### config.mk
export PLATFORM = sky130hd
export DESIGN_NAME = ctrl_pipeline_unit_flat
export DESIGN_NICKNAME = d
export VERILOG_FILES = /design/src/rtl/ctrl_pipeline_unit_if.sv /design/src/rtl/ctrl_pipeline_unit.sv /design/src/flat_wrapper.sv
export SDC_FILE = /design/constraint.sdc
export NUM_CORES = 1
export LEC_CHECK = 0
export BUFFER_PORTS_ARGS = -buffer_cell sky130_fd_sc_hd__buf_2
export CAP_MARGIN = 20
export CORE_ASPECT_RATIO = 0.8
export CORE_MARGIN = 10
export CORE_UTILIZATION = 54
export CTS_CLUSTER_DIAMETER = 80
export CTS_CLUSTER_SIZE = 24
export DETAILED_ROUTE_END_ITERATION = 12
export PLACE_DENSITY_LB_ADDON = 0.3
export SKIP_CTS_REPAIR_TIMING = 1
export SLEW_MARGIN = 0
export SYNTH_ARGS = -nofsm -noshare
export SYNTH_HDL_FRONTEND = slang
export SYNTH_SLANG_ARGS = --single-unit
### constraint.sdc
create_clock -name clk -period 2.46 [get_ports clk]
set_input_delay 0.492 -clock clk [delete_from_list [all_inputs] [get_ports clk]]
set_output_delay 0.492 -clock clk [all_outputs]
set_load 0.05 [all_outputs]
### src/rtl/ctrl_pipeline_unit_if.sv
// ---------------------------------------------------------------------------
// ctrl_pipeline_unit_if
// Bundles the fetch handshake, the pipeline steering inputs and the EX/MEM/WB
// control outputs of ctrl_pipeline_unit.
//   master : fetch/steering side (drives if_valid, if_instr, stall_i, flush_i)
//   slave  : ctrl_pipeline_unit (drives id_ready_o and all *_o bundles)
// Signals:
//   if_valid/if_instr/id_ready_o      fetch -> ID handshake
//   stall_i                           global freeze
//   flush_i                           branch/jump redirect resolved in EX
//   ex_valid_o/ex_ctrl_o/ex_rd_o      {jalr, bruOp[2:0], aluOp[3:0], aluSrc[1:0]}
//   mem_valid_o/mem_ctrl_o/mem_rd_o   {memOp[2:0], memWr, memRd}
//   wb_valid_o/wb_ctrl_o/wb_rd_o      {regWr, memToReg}
//   illegal_o                         one-cycle pulse after an illegal op enters WB
// ---------------------------------------------------------------------------
interface ctrl_pipeline_unit_if #(
  parameter int XLEN = 32,
  parameter int NREG = 32
);
  localparam int RW = $clog2(NREG);

  logic            if_valid;
  logic [XLEN-1:0] if_instr;
  logic            id_ready_o;
  logic            stall_i;
  logic            flush_i;
  logic            ex_valid_o;
  logic [9:0]      ex_ctrl_o;
  logic [RW-1:0]   ex_rd_o;
  logic            mem_valid_o;
  logic [4:0]      mem_ctrl_o;
  logic [RW-1:0]   mem_rd_o;
  logic            wb_valid_o;
  logic [1:0]      wb_ctrl_o;
  logic [RW-1:0]   wb_rd_o;
  logic            illegal_o;

  modport master (
    output if_valid, if_instr, stall_i, flush_i,
    input  id_ready_o,
    input  ex_valid_o, ex_ctrl_o, ex_rd_o,
    input  mem_valid_o, mem_ctrl_o, mem_rd_o,
    input  wb_valid_o, wb_ctrl_o, wb_rd_o,
    input  illegal_o
  );

  modport slave (
    input  if_valid, if_instr, stall_i, flush_i,
    output id_ready_o,
    output ex_valid_o, ex_ctrl_o, ex_rd_o,
    output mem_valid_o, mem_ctrl_o, mem_rd_o,
    output wb_valid_o, wb_ctrl_o, wb_rd_o,
    output illegal_o
  );
endinterface

### src/rtl/ctrl_pipeline_unit.sv
// ---------------------------------------------------------------------------
// ctrl_pipeline_unit
// Pipelined RV32I control unit: registers the fetched instruction into ID,
// decodes it, and carries the EX/MEM/WB control bundles through valid-tagged
// stage registers. Handles load-use hazards (configurable bubble count),
// branch flush, global freeze and illegal-opcode reporting.
// Ports:
//   clk   clock
//   rstN  asynchronous active-low reset
//   bus   ctrl_pipeline_unit_if.slave (fetch handshake, steering, stage bundles)
// Encodings:
//   aluOp : ADD=0 SUB=1 SLL=2 SLT=3 SLTU=4 XOR=5 SRL=6 SRA=7 OR=8 AND=9 LUI=10
//   bruOp : NONE=0 EQ=1 NE=2 LT=3 GE=4 LTU=5 GEU=6 JAL=7
//   aluSrc: bit1 selects PC as operand A, bit0 selects immediate as operand B
//   memOp : load/store funct3 (0 for non-memory ops)
// ---------------------------------------------------------------------------
module ctrl_pipeline_unit #(
  parameter int XLEN             = 32,
  parameter int NREG             = 32,
  parameter int LOAD_USE_BUBBLES = 1
) (
  input logic                clk,
  input logic                rstN,
  ctrl_pipeline_unit_if.slave bus
);
  localparam int RW = $clog2(NREG);
  localparam logic [1:0] BUBBLE_RELOAD = 2'(LOAD_USE_BUBBLES - 1);

  localparam logic [3:0] ALU_ADD  = 4'd0;
  localparam logic [3:0] ALU_SUB  = 4'd1;
  localparam logic [3:0] ALU_SLL  = 4'd2;
  localparam logic [3:0] ALU_SLT  = 4'd3;
  localparam logic [3:0] ALU_SLTU = 4'd4;
  localparam logic [3:0] ALU_XOR  = 4'd5;
  localparam logic [3:0] ALU_SRL  = 4'd6;
  localparam logic [3:0] ALU_SRA  = 4'd7;
  localparam logic [3:0] ALU_OR   = 4'd8;
  localparam logic [3:0] ALU_AND  = 4'd9;
  localparam logic [3:0] ALU_LUI  = 4'd10;

  localparam logic [2:0] BRU_NONE = 3'd0;
  localparam logic [2:0] BRU_EQ   = 3'd1;
  localparam logic [2:0] BRU_NE   = 3'd2;
  localparam logic [2:0] BRU_LT   = 3'd3;
  localparam logic [2:0] BRU_GE   = 3'd4;
  localparam logic [2:0] BRU_LTU  = 3'd5;
  localparam logic [2:0] BRU_GEU  = 3'd6;
  localparam logic [2:0] BRU_JAL  = 3'd7;

  localparam logic [6:0] OP_R      = 7'b0110011;
  localparam logic [6:0] OP_IMM    = 7'b0010011;
  localparam logic [6:0] OP_LOAD   = 7'b0000011;
  localparam logic [6:0] OP_STORE  = 7'b0100011;
  localparam logic [6:0] OP_BRANCH = 7'b1100011;
  localparam logic [6:0] OP_LUI    = 7'b0110111;
  localparam logic [6:0] OP_AUIPC  = 7'b0010111;
  localparam logic [6:0] OP_JAL    = 7'b1101111;
  localparam logic [6:0] OP_JALR   = 7'b1100111;

  typedef struct packed {
    logic       jalr;
    logic [2:0] bru;
    logic [3:0] alu;
    logic [1:0] src;
    logic [2:0] mem_op;
    logic       mem_wr;
    logic       mem_rd;
    logic       reg_wr;
    logic       mem_to_reg;
    logic       illegal;
    logic       use_rs1;
    logic       use_rs2;
  } dec_t;

  // funct3 -> ALU op; alt (instr[30]) picks SUB only for R-type, SRA for both
  function automatic logic [3:0] alu_sel(input logic [2:0] f3, input logic alt,
                                         input logic is_r);
    logic [3:0] op;
    case (f3)
      3'b000:  op = (is_r && alt) ? ALU_SUB : ALU_ADD;
      3'b001:  op = ALU_SLL;
      3'b010:  op = ALU_SLT;
      3'b011:  op = ALU_SLTU;
      3'b100:  op = ALU_XOR;
      3'b101:  op = alt ? ALU_SRA : ALU_SRL;
      3'b110:  op = ALU_OR;
      3'b111:  op = ALU_AND;
      default: op = ALU_ADD;
    endcase
    return op;
  endfunction

  // Branch funct3 -> BRU op; reserved codes compare nothing
  function automatic logic [2:0] bru_sel(input logic [2:0] f3);
    logic [2:0] op;
    case (f3)
      3'b000:  op = BRU_EQ;
      3'b001:  op = BRU_NE;
      3'b100:  op = BRU_LT;
      3'b101:  op = BRU_GE;
      3'b110:  op = BRU_LTU;
      3'b111:  op = BRU_GEU;
      default: op = BRU_NONE;
    endcase
    return op;
  endfunction

  // Full control truth table; unknown opcodes give all-zero controls + illegal
  function automatic dec_t decode(input logic [31:0] instr);
    dec_t d;
    d = '0;
    case (instr[6:0])
      OP_R: begin
        d.alu = alu_sel(instr[14:12], instr[30], 1'b1);
        d.reg_wr = 1'b1; d.use_rs1 = 1'b1; d.use_rs2 = 1'b1;
      end
      OP_IMM: begin
        d.alu = alu_sel(instr[14:12], instr[30], 1'b0);
        d.src = 2'b01; d.reg_wr = 1'b1; d.use_rs1 = 1'b1;
      end
      OP_LOAD: begin
        d.alu = ALU_ADD; d.src = 2'b01; d.mem_op = instr[14:12]; d.mem_rd = 1'b1;
        d.reg_wr = 1'b1; d.mem_to_reg = 1'b1; d.use_rs1 = 1'b1;
      end
      OP_STORE: begin
        d.alu = ALU_ADD; d.src = 2'b01; d.mem_op = instr[14:12]; d.mem_wr = 1'b1;
        d.use_rs1 = 1'b1; d.use_rs2 = 1'b1;
      end
      OP_BRANCH: begin
        d.alu = ALU_SUB; d.bru = bru_sel(instr[14:12]);
        d.use_rs1 = 1'b1; d.use_rs2 = 1'b1;
      end
      OP_LUI: begin
        d.alu = ALU_LUI; d.src = 2'b01; d.reg_wr = 1'b1;
      end
      OP_AUIPC: begin
        d.alu = ALU_ADD; d.src = 2'b11; d.reg_wr = 1'b1;
      end
      OP_JAL: begin
        d.alu = ALU_ADD; d.src = 2'b11; d.bru = BRU_JAL; d.reg_wr = 1'b1;
      end
      OP_JALR: begin
        d.alu = ALU_ADD; d.src = 2'b01; d.jalr = 1'b1; d.reg_wr = 1'b1;
        d.use_rs1 = 1'b1;
      end
      default: d.illegal = 1'b1;
    endcase
    return d;
  endfunction

  // ID stage and hazard counter
  logic          id_valid_r;
  logic [31:0]   id_instr_r;
  logic [1:0]    cnt_r;
  // EX stage
  logic          ex_valid_r;
  logic [9:0]    ex_ctrl_r;
  logic [RW-1:0] ex_rd_r;
  logic [4:0]    ex_mem_r;
  logic [1:0]    ex_wb_r;
  logic          ex_ill_r;
  // MEM stage
  logic          mem_valid_r;
  logic [4:0]    mem_ctrl_r;
  logic [RW-1:0] mem_rd_r;
  logic [1:0]    mem_wb_r;
  logic          mem_ill_r;
  // WB stage
  logic          wb_valid_r;
  logic [1:0]    wb_ctrl_r;
  logic [RW-1:0] wb_rd_r;
  logic          wb_ill_r;
  logic          wb_fresh_r;
  logic          illegal_r;

  dec_t          dec_s;
  logic [RW-1:0] rd_s, rs1_s, rs2_s;
  logic          hazard_now_s;
  logic          id_valid_nxt_s;
  logic [31:0]   id_instr_nxt_s;
  logic [1:0]    cnt_nxt_s;
  logic          ex_valid_nxt_s;
  logic [9:0]    ex_ctrl_nxt_s;
  logic [RW-1:0] ex_rd_nxt_s;
  logic [4:0]    ex_mem_nxt_s;
  logic [1:0]    ex_wb_nxt_s;
  logic          ex_ill_nxt_s;

  // Decode the ID register and detect a load-use dependency on the EX load
  always_comb begin
    dec_s  = decode(id_instr_r);
    rd_s   = RW'(id_instr_r[11:7]);
    rs1_s  = RW'(id_instr_r[19:15]);
    rs2_s  = RW'(id_instr_r[24:20]);
    hazard_now_s = ex_valid_r && ex_mem_r[0] && (ex_rd_r != '0) && id_valid_r &&
                   ((dec_s.use_rs1 && (rs1_s == ex_rd_r)) ||
                    (dec_s.use_rs2 && (rs2_s == ex_rd_r)));
  end

  // Next ID/EX/counter contents for a non-stalled edge: flush > counter > hazard > advance
  always_comb begin
    id_valid_nxt_s = id_valid_r;
    id_instr_nxt_s = id_instr_r;
    cnt_nxt_s      = cnt_r;
    ex_valid_nxt_s = 1'b0;
    ex_ctrl_nxt_s  = 10'd0;
    ex_rd_nxt_s    = '0;
    ex_mem_nxt_s   = 5'd0;
    ex_wb_nxt_s    = 2'd0;
    ex_ill_nxt_s   = 1'b0;
    if (bus.flush_i) begin
      id_valid_nxt_s = 1'b0;
      id_instr_nxt_s = 32'd0;
      cnt_nxt_s      = 2'd0;
    end else if (cnt_r != 2'd0) begin
      cnt_nxt_s = cnt_r - 2'd1;
    end else if (hazard_now_s) begin
      cnt_nxt_s = BUBBLE_RELOAD;
    end else begin
      if (id_valid_r) begin
        ex_valid_nxt_s = 1'b1;
        ex_ctrl_nxt_s  = {dec_s.jalr, dec_s.bru, dec_s.alu, dec_s.src};
        ex_rd_nxt_s    = dec_s.reg_wr ? rd_s : '0;
        ex_mem_nxt_s   = {dec_s.mem_op, dec_s.mem_wr, dec_s.mem_rd};
        ex_wb_nxt_s    = {dec_s.reg_wr, dec_s.mem_to_reg};
        ex_ill_nxt_s   = dec_s.illegal;
      end else begin
        ex_valid_nxt_s = 1'b0;
      end
      if (bus.if_valid) begin
        id_valid_nxt_s = 1'b1;
        id_instr_nxt_s = bus.if_instr[31:0];
      end else begin
        id_valid_nxt_s = 1'b0;
        id_instr_nxt_s = 32'd0;
      end
    end
  end

  // Stage registers; stall freezes everything including the counter
  always_ff @(posedge clk or negedge rstN) begin
    if (!rstN) begin
      id_valid_r  <= 1'b0;  id_instr_r <= 32'd0;  cnt_r <= 2'd0;
      ex_valid_r  <= 1'b0;  ex_ctrl_r  <= 10'd0;  ex_rd_r  <= '0;
      ex_mem_r    <= 5'd0;  ex_wb_r    <= 2'd0;   ex_ill_r <= 1'b0;
      mem_valid_r <= 1'b0;  mem_ctrl_r <= 5'd0;   mem_rd_r <= '0;
      mem_wb_r    <= 2'd0;  mem_ill_r  <= 1'b0;
      wb_valid_r  <= 1'b0;  wb_ctrl_r  <= 2'd0;   wb_rd_r  <= '0;
      wb_ill_r    <= 1'b0;
    end else if (!bus.stall_i) begin
      id_valid_r  <= id_valid_nxt_s;  id_instr_r <= id_instr_nxt_s;  cnt_r <= cnt_nxt_s;
      ex_valid_r  <= ex_valid_nxt_s;  ex_ctrl_r  <= ex_ctrl_nxt_s;   ex_rd_r  <= ex_rd_nxt_s;
      ex_mem_r    <= ex_mem_nxt_s;    ex_wb_r    <= ex_wb_nxt_s;     ex_ill_r <= ex_ill_nxt_s;
      mem_valid_r <= ex_valid_r;      mem_ctrl_r <= ex_mem_r;        mem_rd_r <= ex_rd_r;
      mem_wb_r    <= ex_wb_r;         mem_ill_r  <= ex_ill_r;
      wb_valid_r  <= mem_valid_r;     wb_ctrl_r  <= mem_wb_r;        wb_rd_r  <= mem_rd_r;
      wb_ill_r    <= mem_ill_r;
    end else begin
      cnt_r <= cnt_r;
    end
  end

  // One-shot illegal report: only the edge right after WB was loaded may fire it
  always_ff @(posedge clk or negedge rstN) begin
    if (!rstN) begin
      wb_fresh_r <= 1'b0;
      illegal_r  <= 1'b0;
    end else begin
      wb_fresh_r <= !bus.stall_i;
      illegal_r  <= wb_fresh_r && wb_valid_r && wb_ill_r;
    end
  end

  assign bus.id_ready_o  = !bus.stall_i && (cnt_r == 2'd0) && !hazard_now_s;
  assign bus.ex_valid_o  = ex_valid_r;
  assign bus.ex_ctrl_o   = ex_ctrl_r;
  assign bus.ex_rd_o     = ex_rd_r;
  assign bus.mem_valid_o = mem_valid_r;
  assign bus.mem_ctrl_o  = mem_ctrl_r;
  assign bus.mem_rd_o    = mem_rd_r;
  assign bus.wb_valid_o  = wb_valid_r;
  assign bus.wb_ctrl_o   = wb_ctrl_r;
  assign bus.wb_rd_o     = wb_rd_r;
  assign bus.illegal_o   = illegal_r;
endmodule
### src/flat_wrapper.sv
// flat-port wrapper written by rule: the top's interface ports become plain ports
module ctrl_pipeline_unit_flat 
#(
  parameter int XLEN             = 32,
  parameter int NREG             = 32,
  parameter int LOAD_USE_BUBBLES = 1
)
  (clk, rstN, bus_if_valid, bus_if_instr, bus_stall_i, bus_flush_i, bus_id_ready_o, bus_ex_valid_o, bus_ex_ctrl_o, bus_ex_rd_o, bus_mem_valid_o, bus_mem_ctrl_o, bus_mem_rd_o, bus_wb_valid_o, bus_wb_ctrl_o, bus_wb_rd_o, bus_illegal_o);
  ctrl_pipeline_unit_if #(.XLEN(XLEN), .NREG(NREG)) bus_i ();
  input logic clk;
  input logic rstN;
  input wire logic [$bits(bus_i.if_valid)-1:0] bus_if_valid;
  input wire logic [$bits(bus_i.if_instr)-1:0] bus_if_instr;
  input wire logic [$bits(bus_i.stall_i)-1:0] bus_stall_i;
  input wire logic [$bits(bus_i.flush_i)-1:0] bus_flush_i;
  output wire logic [$bits(bus_i.id_ready_o)-1:0] bus_id_ready_o;
  output wire logic [$bits(bus_i.ex_valid_o)-1:0] bus_ex_valid_o;
  output wire logic [$bits(bus_i.ex_ctrl_o)-1:0] bus_ex_ctrl_o;
  output wire logic [$bits(bus_i.ex_rd_o)-1:0] bus_ex_rd_o;
  output wire logic [$bits(bus_i.mem_valid_o)-1:0] bus_mem_valid_o;
  output wire logic [$bits(bus_i.mem_ctrl_o)-1:0] bus_mem_ctrl_o;
  output wire logic [$bits(bus_i.mem_rd_o)-1:0] bus_mem_rd_o;
  output wire logic [$bits(bus_i.wb_valid_o)-1:0] bus_wb_valid_o;
  output wire logic [$bits(bus_i.wb_ctrl_o)-1:0] bus_wb_ctrl_o;
  output wire logic [$bits(bus_i.wb_rd_o)-1:0] bus_wb_rd_o;
  output wire logic [$bits(bus_i.illegal_o)-1:0] bus_illegal_o;
  assign bus_i.if_valid = bus_if_valid;
  assign bus_i.if_instr = bus_if_instr;
  assign bus_i.stall_i = bus_stall_i;
  assign bus_i.flush_i = bus_flush_i;
  assign bus_id_ready_o = bus_i.id_ready_o;
  assign bus_ex_valid_o = bus_i.ex_valid_o;
  assign bus_ex_ctrl_o = bus_i.ex_ctrl_o;
  assign bus_ex_rd_o = bus_i.ex_rd_o;
  assign bus_mem_valid_o = bus_i.mem_valid_o;
  assign bus_mem_ctrl_o = bus_i.mem_ctrl_o;
  assign bus_mem_rd_o = bus_i.mem_rd_o;
  assign bus_wb_valid_o = bus_i.wb_valid_o;
  assign bus_wb_ctrl_o = bus_i.wb_ctrl_o;
  assign bus_wb_rd_o = bus_i.wb_rd_o;
  assign bus_illegal_o = bus_i.illegal_o;
  ctrl_pipeline_unit #(.XLEN(XLEN), .NREG(NREG), .LOAD_USE_BUBBLES(LOAD_USE_BUBBLES)) u_core (.clk(clk), .rstN(rstN), .bus(bus_i));
endmodule
==> impl_metrics.env, run 1 <==
export IMPL_syn_to_final_growth_pct=21.77
export IMPL_worst_path_max_fanout=6
export IMPL_syn_inst=266
export IMPL_wire_per_inst_um=17.90
export IMPL_power_leakage_nw=2.038
export IMPL_die_area_um2=9668
export IMPL_cp_buffers_inverters=1
export IMPL_grt_pass1_wl_mm=12.67
export IMPL_synth_cell_types=43
export IMPL_grt_pass1_vias=2527
export IMPL_power_density_nw_per_um2=657.9
export IMPL_tightest_slew_ns=0.7970
export IMPL_synth_top_cell_area_share_pct=57.55
export IMPL_ant_nets=0
export IMPL_path_clk_slew_ns=0.07
export IMPL_overflow=0
export IMPL_start_util_pct=55.89
export IMPL_crit_start="u_core.bus.ex_rd_o[1]"
export IMPL_crit_end="bus_id_ready_o"
export IMPL_finalHoldViolCount=0
export IMPL_critPathTopFamily="compound AO/OA/AOI/OAI gates"
export IMPL_synth_area_um2=3304
export IMPL_multiInputGateArea_um2=1287
export IMPL_worstReg2RegEnd="u_core.bus.ex_ctrl_o[1]"
export IMPL_rsz0062_at_grt="yes"
export IMPL_die_w_um=107.5
export IMPL_io_buffer_count=67
export IMPL_drv_cap=0
export IMPL_synthArstFlopShare_pct=100.0
export IMPL_power_mw=2.647
export IMPL_hp_class="input pin to async pin"
export IMPL_slowest_stage="dfrtp_1"
export IMPL_layout_common_cells="dfrtp_1, buf_2, a22o_1, mux2_2, nand2_1"
export IMPL_ys_flop_type="dfrtp_1"
export IMPL_final_cells=424
export IMPL_antenna_found_initial=0
export IMPL_drt_iter0_drc=141
export IMPL_synth_area_leaders="dfrtp_1, a22o_1, mux2_2"
export IMPL_dp_cells=408
export IMPL_synth_nets=303
export IMPL_ff2ff_setup_slack_ns=0.26
export IMPL_yosysTopAreaCell="dfrtp_1"
export IMPL_max_slew_margin_pct=46.67
export IMPL_ys_seq_area_share_pct=57.55
export IMPL_ff2ff_path_depth=8
export IMPL_finish_utilization_pct=68.06
export IMPL_skew_ns=0.003895
export IMPL_syn_area_per_cell_um2=12.42
export IMPL_row_count=25
export IMPL_clockBufferDepth=2
export IMPL_cp_data_arrival_time_ns=1.87
export IMPL_slew_viol_final=0
export IMPL_io_pins=74
export IMPL_seqCellArea_um2=1903
export IMPL_ys_warnings_count=0
export IMPL_cts_buffers=9
export IMPL_synth_seq_cells=76
export IMPL_core_um2=5912
export IMPL_status="complete, no violations"
export IMPL_end_kind="primary output"
export IMPL_insertion_delay_ns=0.35
export IMPL_fin_tns_setup_ns=0
export IMPL_hpwl_mm=5.548
export IMPL_grt_usage_pct=16.06
export IMPL_drc_errors=0
export IMPL_grt_max_degree=45
export IMPL_fill_cells=475
export IMPL_avgViaCountPerCell=5.705
export IMPL_first_pass_iters=4
export IMPL_cts_tree="done"
export IMPL_slowest_delay_ns=0.48
export IMPL_nets=376
export IMPL_cts_htree_levels=3
export IMPL_cp_depth=6
export IMPL_setup_viol=0
export IMPL_r2r_start="u_core.bus.ex_rd_o[0]"
export IMPL_critPathLaunchType="flip-flop"
export IMPL_routabilityCongestion=0.8764
export IMPL_diodes=0
export IMPL_final_common_cell="dfrtp_1"
export IMPL_finalCritPeriodShare_pct=95.95
export IMPL_root_buffer="clkbuf_8"
export IMPL_max_clock_freq_mhz=423.7
export IMPL_die_h_um=89.97
export IMPL_drive_gt1_share_pct=37.90
export IMPL_vias=2419
export IMPL_peakVddDrop_uv=379.9
export IMPL_cp_required_ns=1.97
export IMPL_worst_setup_path_type="flip-flop to primary output"
export IMPL_wl_mm=7.590
export IMPL_path_cells="xnor2_2 > nand2_1 > a2111oi_2 > o21a_2 > nor3_2 > buf_6"
export IMPL_layout_min_cycle_time_ns=2.360
export IMPL_synth_enable_flop_cells=0
export IMPL_clock_sinks=76
## registers in the layout, indices dropped and copies added (netlist names)
register and count:
u_core.bus.mem_rd_o 5, u_core.wb_ill_r 1, u_core.mem_wb_r 2, u_core.bus.ex_valid_o 1
u_core.cnt_r 2, u_core.ex_wb_r 2, u_core.mem_ill_r 1, u_core.id_instr_r 26
u_core.bus.mem_ctrl_o 4, u_core.bus.mem_valid_o 1, u_core.bus.wb_ctrl_o 2, u_core.id_valid_r 1
u_core.wb_fresh_r 1, u_core.bus.wb_rd_o 5, u_core.bus.ex_ctrl_o 10, u_core.bus.illegal_o 1
u_core.bus.ex_rd_o 5, u_core.bus.wb_valid_o 1, u_core.ex_ill_r 1, u_core.ex_mem_r 4
## worst min path at each step
stage	to	slack, ns	start
after CTS	u_core.bus.wb_ctrl_o[0]	0.12	rstN
after detailed placement	u_core.ex_wb_r[1]	0.47	u_core.ex_wb_r[1]
after global routing	u_core.bus.wb_ctrl_o[0]	0.14	rstN
final	u_core.bus.wb_ctrl_o[0]	0.11	rstN
after global placement	u_core.ex_wb_r[1]	0.46	u_core.ex_wb_r[1]
after floorplan	u_core.bus.ex_ctrl_o[0]	0.20	rstN
## routing by layer
metal  global-route usage [%]  up-vias  wire (um)
li1                         -     1137          -
met1                    20.42     1198       3337
met2                    24.59       78       3583
met3                    5.849        6        603
met4                    5.556        0         65
met5                        0        -          0
## cells in the mapped netlist (5+ instances only)
| library cell | n |
|---|---|
| a22o_1 | 39 |
| nor3_1 | 5 |
| a21oi_1 | 9 |
| o21ai_0 | 9 |
| clkbuf_1 | 8 |
| xnor2_1 | 10 |
| nand2_1 | 15 |
| a32o_1 | 9 |
| nor2_1 | 10 |
| mux2_2 | 22 |
| dfrtp_1 | 76 |
## power by group
| group | internal (mW) | switching, mW |
|---|---|---|
| registers | 1.28 | 0.0343 |
| clock network | 0.671 | 0.429 |
| logic | 0.0949 | 0.136 |
## stage by stage
| step | hold WS [ns] | instance area [um^2] | setup slack (ns) |
|---|---|---|---|
| after global routing | 0.1417 | 4024 | -0.01831 |
| after detailed placement | 0.4692 | 3756 | 0.1841 |
| after floorplan | 0.1964 | 3309 | 0.06698 |
| final | 0.1113 | 4024 | 0.09969 |
| after CTS | 0.1160 | 3986 | -0.2293 |
| after global placement | 0.4632 | 3756 | 0.1719 |
## worst reg2reg max path, cell delays in order (launching register included)
cell and delay, ns:
dfrtp_1 0.39, buf_4 0.16, xnor2_1 0.12, nand3_1 0.13
nor3_1 0.07, o21a_2 0.21, buf_4 0.14, nor2_1 0.62
a32o_1 0.28
## layout make-up
cell class | instances | area share (%)
clock buffers | 11 | 3.265
clock inverters | 4 | 2.456
inverters | 4 | 0.3731
multi-input cells | 165 | 32.00
flip-flops and latches | 76 | 47.29
well taps | 81 | 2.519
repair buffers | 83 | 12.10
## cell families (layout without fill, tap and decap cells)
| kind of cell | Yosys count | count (layout) | share of synthesized area [%] |
|---|---|---|---|
| buf+inv | 25 | 102 | 4.316 |
| flops | 76 | 76 | 57.55 |
| simple gates | 50 | 50 | 7.536 |
| xor+xnor | 11 | 11 | 2.915 |
| compound gates | 81 | 81 | 19.88 |
| mux | 23 | 23 | 7.800 |
Power figures use the tool's default switching activity.
==> inputs of run 2 (changes only) <==
--- a/config.mk
+++ b/config.mk
@@ -5,12 +5,15 @@
 export SDC_FILE = /design/constraint.sdc
 export NUM_CORES = 1
 export LEC_CHECK = 0
+export ABC_AREA = 0
 export BUFFER_PORTS_ARGS = -buffer_cell sky130_fd_sc_hd__buf_2
 export CAP_MARGIN = 20
+export CELL_PAD_IN_SITES_DETAIL_PLACEMENT = 0
+export CELL_PAD_IN_SITES_GLOBAL_PLACEMENT = 1
 export CORE_ASPECT_RATIO = 0.8
 export CORE_MARGIN = 10
-export CORE_UTILIZATION = 54
-export CTS_CLUSTER_DIAMETER = 80
+export CORE_UTILIZATION = 42
+export CTS_CLUSTER_DIAMETER = 50
 export CTS_CLUSTER_SIZE = 24
 export DETAILED_ROUTE_END_ITERATION = 12
 export PLACE_DENSITY_LB_ADDON = 0.3
==> run 2 against run 1 <==
Effect of this change:
- non-clock buffer count up 5
- via count down 1.7%
- die area up 22%
- setup slack worse by 0.055 ns
- combinational power up 5%
- final cell count up 6.8%
- highest routed layer unchanged
- sequential share of layout area down 1.0 points
- clock skew up 0.0048 ns
- largest cell class unchanged
==> impl_metrics.env, run 2 (synthesis gave the netlist of run 1 again) <==
export IMPL_cp_buffers_inverters=1
export IMPL_routabilityCongestion=0.7964
export IMPL_fill_cells=676
export IMPL_cts_tree="done"
export IMPL_drc_errors=0
export IMPL_rsz0062_at_grt="yes"
export IMPL_die_area_um2=11840
export IMPL_finalHoldViolCount=0
export IMPL_ant_nets=0
export IMPL_power_density_nw_per_um2=630.0
export IMPL_clockBufferDepth=2
export IMPL_met2_usage_pct=19.36
export IMPL_grt_max_degree=41
export IMPL_seqCellArea_um2=1904
export IMPL_setup_viol=0
export IMPL_slowest_delay_ns=0.40
export IMPL_grt_busiest_layer="met2"
export IMPL_hold_ws_ns=0.1070
export IMPL_first_pass_iters=4
export IMPL_largest_register_ffs=26
export IMPL_avgViaCountPerCell=5.249
export IMPL_peakVddDrop_uv=337.2
export IMPL_fin_tns_setup_ns=0
export IMPL_path_cells="xor2_1 > or3_4 > a2111oi_4 > o21a_1 > nor3_2 > buf_6"
export IMPL_drv_cap=0
export IMPL_io_buffer_count=67
export IMPL_nets=381
export IMPL_antenna_found_initial=0
export IMPL_layout_min_cycle_time_ns=2.415
export IMPL_grt_pass1_wl_mm=12.75
export IMPL_max_slew_margin_pct=49.14
export IMPL_dp_cells=431
export IMPL_hp_class="input pin to async pin"
export IMPL_tightest_slew_ns=0.7601
export IMPL_hpwl_mm=5.730
export IMPL_root_buffer="clkbuf_8"
export IMPL_clock_sinks=76
export IMPL_max_clock_freq_mhz=414.0
export IMPL_slowest_stage="dfrtp_1"
export IMPL_multiInputGateArea_um2=1321
export IMPL_regMostFlops="u_core.id_instr_r"
export IMPL_power_leakage_nw=2.070
export IMPL_end_kind="primary output"
export IMPL_row_count=28
export IMPL_met3_usage_pct=5.028
export IMPL_skew_ns=0.008740
export IMPL_critPathLaunchType="flip-flop"
export IMPL_worst_path_max_fanout=2
export IMPL_final_common_cell="dfrtp_1"
export IMPL_cts_htree_levels=3
export IMPL_cp_data_arrival_time_ns=1.92
export IMPL_use_met1_pct=17.59
export IMPL_final_cells=453
export IMPL_ff2ff_setup_slack_ns=0.18
export IMPL_status="complete, no violations"
export IMPL_cts_buffers=9
export IMPL_grt_usage_pct=13.24
export IMPL_wl_mm=7.762
export IMPL_die_h_um=99.34
export IMPL_vias=2378
export IMPL_grt_pass1_vias=2480
export IMPL_layout_common_cells="dfrtp_1, buf_2, a22o_1, mux2_2, buf_4"
export IMPL_finalCritPeriodShare_pct=98.18
export IMPL_critPathTopFamily="compound AO/OA/AOI/OAI gates"
export IMPL_overflow=0
export IMPL_cp_required_ns=1.97
export IMPL_core_um2=7532
export IMPL_path_clk_slew_ns=0.08
export IMPL_drt_iter0_drc=104
export IMPL_insertion_delay_ns=0.35
export IMPL_drive_gt1_share_pct=40.52
export IMPL_syn_to_final_growth_pct=24.50
export IMPL_worst_setup_path_type="flip-flop to primary output"
export IMPL_start_util_pct=43.87
export IMPL_slew_viol_final=0
export IMPL_diodes=0
export IMPL_die_w_um=119.2
export IMPL_io_pins=74
export IMPL_wire_per_inst_um=17.13
## run 2: final cells by class
type,instances,share of cell area (%)
Clock buffer,11,3.437
Clock inverter,4,1.794
Inverter,4,0.3650
Multi-Input combinational cell,165,32.12
Sequential cell,76,46.29
Tap cell,105,3.193
Timing Repair Buffer,88,12.80
## run 2: worst paths after layout
kind / to / from / depth (start not counted)
min: u_core.bus.wb_rd_o[3] / rstN / 1
min reg2reg: u_core.bus.ex_ctrl_o[5] / u_core.bus.ex_ctrl_o[5] / 1
min in group clk: u_core.id_instr_r[30] / bus_if_instr[30] / 2
max: bus_id_ready_o / u_core.bus.ex_rd_o[2] / 6
max in group asynchronous: u_core.bus.ex_rd_o[1] / rstN / 2
max reg2reg: u_core.ex_mem_r[2] / u_core.bus.ex_rd_o[2] / 9
## run 2: per-layer routing
layer	part of all wire [%]	vias up
li1	-	1138
met1	48	1169
met2	44	62
met3	6.8	9
met4	1.2	0
met5	0	-
## run 2: worst reg2reg max path: stages (launching register included)
cell	delay (ns)
dfrtp_1	0.40
buf_4	0.14
buf_4	0.15
xnor2_1	0.12
nand2_1	0.12
nor3_2	0.06
o21a_1	0.20
buf_4	0.15
nor2_1	0.59
a32o_1	0.28
## run 2: per-stage QoR
stage,power [mW],worst slack (ns),util [%],cell area (um^2)
global placement,1.565,0.1325,50.20,3781
CTS,2.604,-0.2812,53.06,3996
floorplan,1.474,0.06698,-,3309
detailed placement,1.571,0.1229,50.20,3781
finish,2.592,0.04481,54.62,4114
global route,2.700,-0.02294,54.62,4114
## run 2: report_power, final
group	leakage [nW]	internal [mW]	switching [mW]
clock	0.109	0.594	0.438
combinational	0.920	0.101	0.141
sequential	1.04	1.28	0.0345
==> inputs of run 3 (changes only) <==
--- a/config.mk
+++ b/config.mk
@@ -7,12 +7,11 @@
 export LEC_CHECK = 0
 export ABC_AREA = 0
 export BUFFER_PORTS_ARGS = -buffer_cell sky130_fd_sc_hd__buf_2
-export CAP_MARGIN = 20
 export CELL_PAD_IN_SITES_DETAIL_PLACEMENT = 0
 export CELL_PAD_IN_SITES_GLOBAL_PLACEMENT = 1
 export CORE_ASPECT_RATIO = 0.8
 export CORE_MARGIN = 10
-export CORE_UTILIZATION = 42
+export CORE_UTILIZATION = 46
 export CTS_CLUSTER_DIAMETER = 50
 export CTS_CLUSTER_SIZE = 24
 export DETAILED_ROUTE_END_ITERATION = 12
==> constraint.sdc (replaced) <==
create_clock -name clk -period 2.95 [get_ports clk]
set_input_delay 0.59 -clock clk [delete_from_list [all_inputs] [get_ports clk]]
set_output_delay 0.59 -clock clk [all_outputs]
set_load 0.05 [all_outputs]
==> run 3 against run 2 <==
Effect of this change:
- setup slack better by 0.028 ns
- combinational power down 27%
- die area down 7.1%
- sequential share of layout area up 2.9 points
- global-route usage up 0.72 points
- largest cell class unchanged
==> impl_metrics.env, run 3 (synthesis gave the netlist of run 1 again) <==
export IMPL_status="complete, no violations"
export IMPL_slew_viol_final=0
export IMPL_ff2ff_setup_slack_ns=0.67
export IMPL_core_um2=6925
export IMPL_drv_cap=0
export IMPL_diodes=0
export IMPL_setup_slack_ns=0.07241
export IMPL_multiInputGateArea_um2=1266
export IMPL_cp_required_ns=2.36
export IMPL_met2_usage_pct=19.68
export IMPL_drc_errors=0
export IMPL_insertion_delay_ns=0.35
export IMPL_wl_mm=7.413
export IMPL_cts_tree="done"
export IMPL_clockBufferDepth=2
export IMPL_seqCellArea_um2=1902
export IMPL_die_w_um=114.8
export IMPL_tightest_slew_ns=0.9648
export IMPL_max_slew_margin_pct=35.29
export IMPL_cp_buffers_inverters=1
export IMPL_grt_pass1_wl_mm=12.24
export IMPL_largest_register_ffs=26
export IMPL_crit_start="u_core.bus.ex_rd_o[2]"
export IMPL_row_count=27
export IMPL_wire_per_inst_um=17.57
export IMPL_ff2ff_path_depth=8
export IMPL_regMostFlops="u_core.id_instr_r"
export IMPL_slowest_stage="dfrtp_1"
export IMPL_peakVddDrop_uv=347.9
export IMPL_power_density_nw_per_um2=524.0
export IMPL_layout_min_cycle_time_ns=2.878
export IMPL_syn_to_final_growth_pct=17.08
export IMPL_finalHoldViolCount=0
export IMPL_fill_cells=606
export IMPL_first_pass_iters=4
export IMPL_critPathLaunchType="flip-flop"
export IMPL_critPathTopFamily="compound AO/OA/AOI/OAI gates"
export IMPL_power_leakage_nw=1.964
export IMPL_grt_pass1_vias=2320
export IMPL_worst_setup_path_type="flip-flop to primary output"
export IMPL_ant_nets=0
export IMPL_pre_cts_ws_ns=0.3819
export IMPL_die_h_um=95.81
export IMPL_worstReg2RegEnd="u_core.id_instr_r[10]"
export IMPL_nets=368
export IMPL_root_buffer="clkbuf_8"
export IMPL_hold_ws_ns=0.1408
export IMPL_path_clk_slew_ns=0.08
export IMPL_grt_max_degree=34
export IMPL_slowest_delay_ns=0.47
export IMPL_io_pins=74
export IMPL_cp_depth=6
export IMPL_path_cells="xor2_1 > or3_1 > a2111oi_2 > o21a_1 > nor3_1 > buf_2"
export IMPL_grt_busiest_layer="met2"
export IMPL_end_kind="primary output"
export IMPL_worst_path_max_fanout=6
export IMPL_overflow=0
export IMPL_cts_buffers=9
export IMPL_clock_sinks=76
export IMPL_skew_ns=0.01113
export IMPL_drt_iter0_drc=113
export IMPL_antenna_found_initial=0
export IMPL_avgViaCountPerCell=5.474
export IMPL_routabilityCongestion=0.8293
export IMPL_max_clock_freq_mhz=347.5
export IMPL_vias=2310
export IMPL_finalCritPeriodShare_pct=97.55
export IMPL_grt_usage_pct=13.96
export IMPL_layout_common_cells="dfrtp_1, buf_2, a22o_1, mux2_2, nand2_1"
export IMPL_die_area_um2=10990
export IMPL_drive_gt1_share_pct=34.93
export IMPL_use_met1_pct=19.36
export IMPL_r2r_start="u_core.id_instr_r[4]"
export IMPL_cts_htree_levels=3
export IMPL_final_common_cell="dfrtp_1"
export IMPL_cp_data_arrival_time_ns=2.29
export IMPL_met3_usage_pct=5.224
export IMPL_hp_class="input pin to async pin"
export IMPL_start_util_pct=47.71
export IMPL_io_buffer_count=67
export IMPL_hpwl_mm=5.425
export IMPL_setup_viol=0
-- run 3: per-stage QoR --
| stage | setup TNS, ns | cell area, um^2 | util (%) | total power, mW | std cells |
|---|---|---|---|---|---|
| finish | 0 | 3869 | 55.86 | 2.027 | 422 |
| global route | -0.04691 | 3869 | 55.86 | 2.114 | 422 |
| floorplan | 0 | 3304 | - | 1.228 | 266 |
| CTS | -0.009935 | 3862 | 55.77 | 2.042 | 422 |
| detailed placement | 0 | 3681 | 53.15 | 1.298 | 407 |
| global placement | 0 | 3681 | 53.15 | 1.294 | 407 |
-- run 3: worst max-delay path by stage --
stage / to / slack [ns]
5_1_grt: bus_id_ready_o / -0.05
3_5_place_dp: bus_id_ready_o / 0.38
3_3_place_gp: bus_id_ready_o / 0.37
4_1_cts: bus_id_ready_o / -0.01
6_report: bus_id_ready_o / 0.07
2_1_floorplan: bus_id_ready_o / 0.03
-- run 3: worst register-to-register path, stage by stage, from the launching register on --
cell and delay [ns]:
dfrtp_1 0.49, nand3b_1 0.25, buf_4 0.19, a2111o_1 0.37, o32ai_2 0.13, a21oi_2 0.14
o21ai_4 0.13, buf_4 0.30, a22o_1 0.22
-- run 3: power breakdown --
group	leakage, nW	internal [mW]	switching [mW]
registers	1.04	1.07	0.0320
logic	0.824	0.0703	0.105
clock network	0.0959	0.383	0.367
-- run 3: layout make-up --
class | instances | share of cell area (%)
sequential | 76 | 49.16
timing repair buffer | 75 | 10.22
tap | 87 | 2.814
inverter | 4 | 0.3881
multi-input combinational | 165 | 32.73
clock inverter | 5 | 1.391
clock buffer | 10 | 3.299
-- run 3: layer usage --
layer | part of all wire, % | wire, um | vias to the layer above
li1 | - | - | 1119
met1 | 49 | 3654 | 1124
met2 | 42 | 3138 | 57
met3 | 7.1 | 524 | 10
met4 | 1.3 | 95 | 0
met5 | 0 | 0 | -
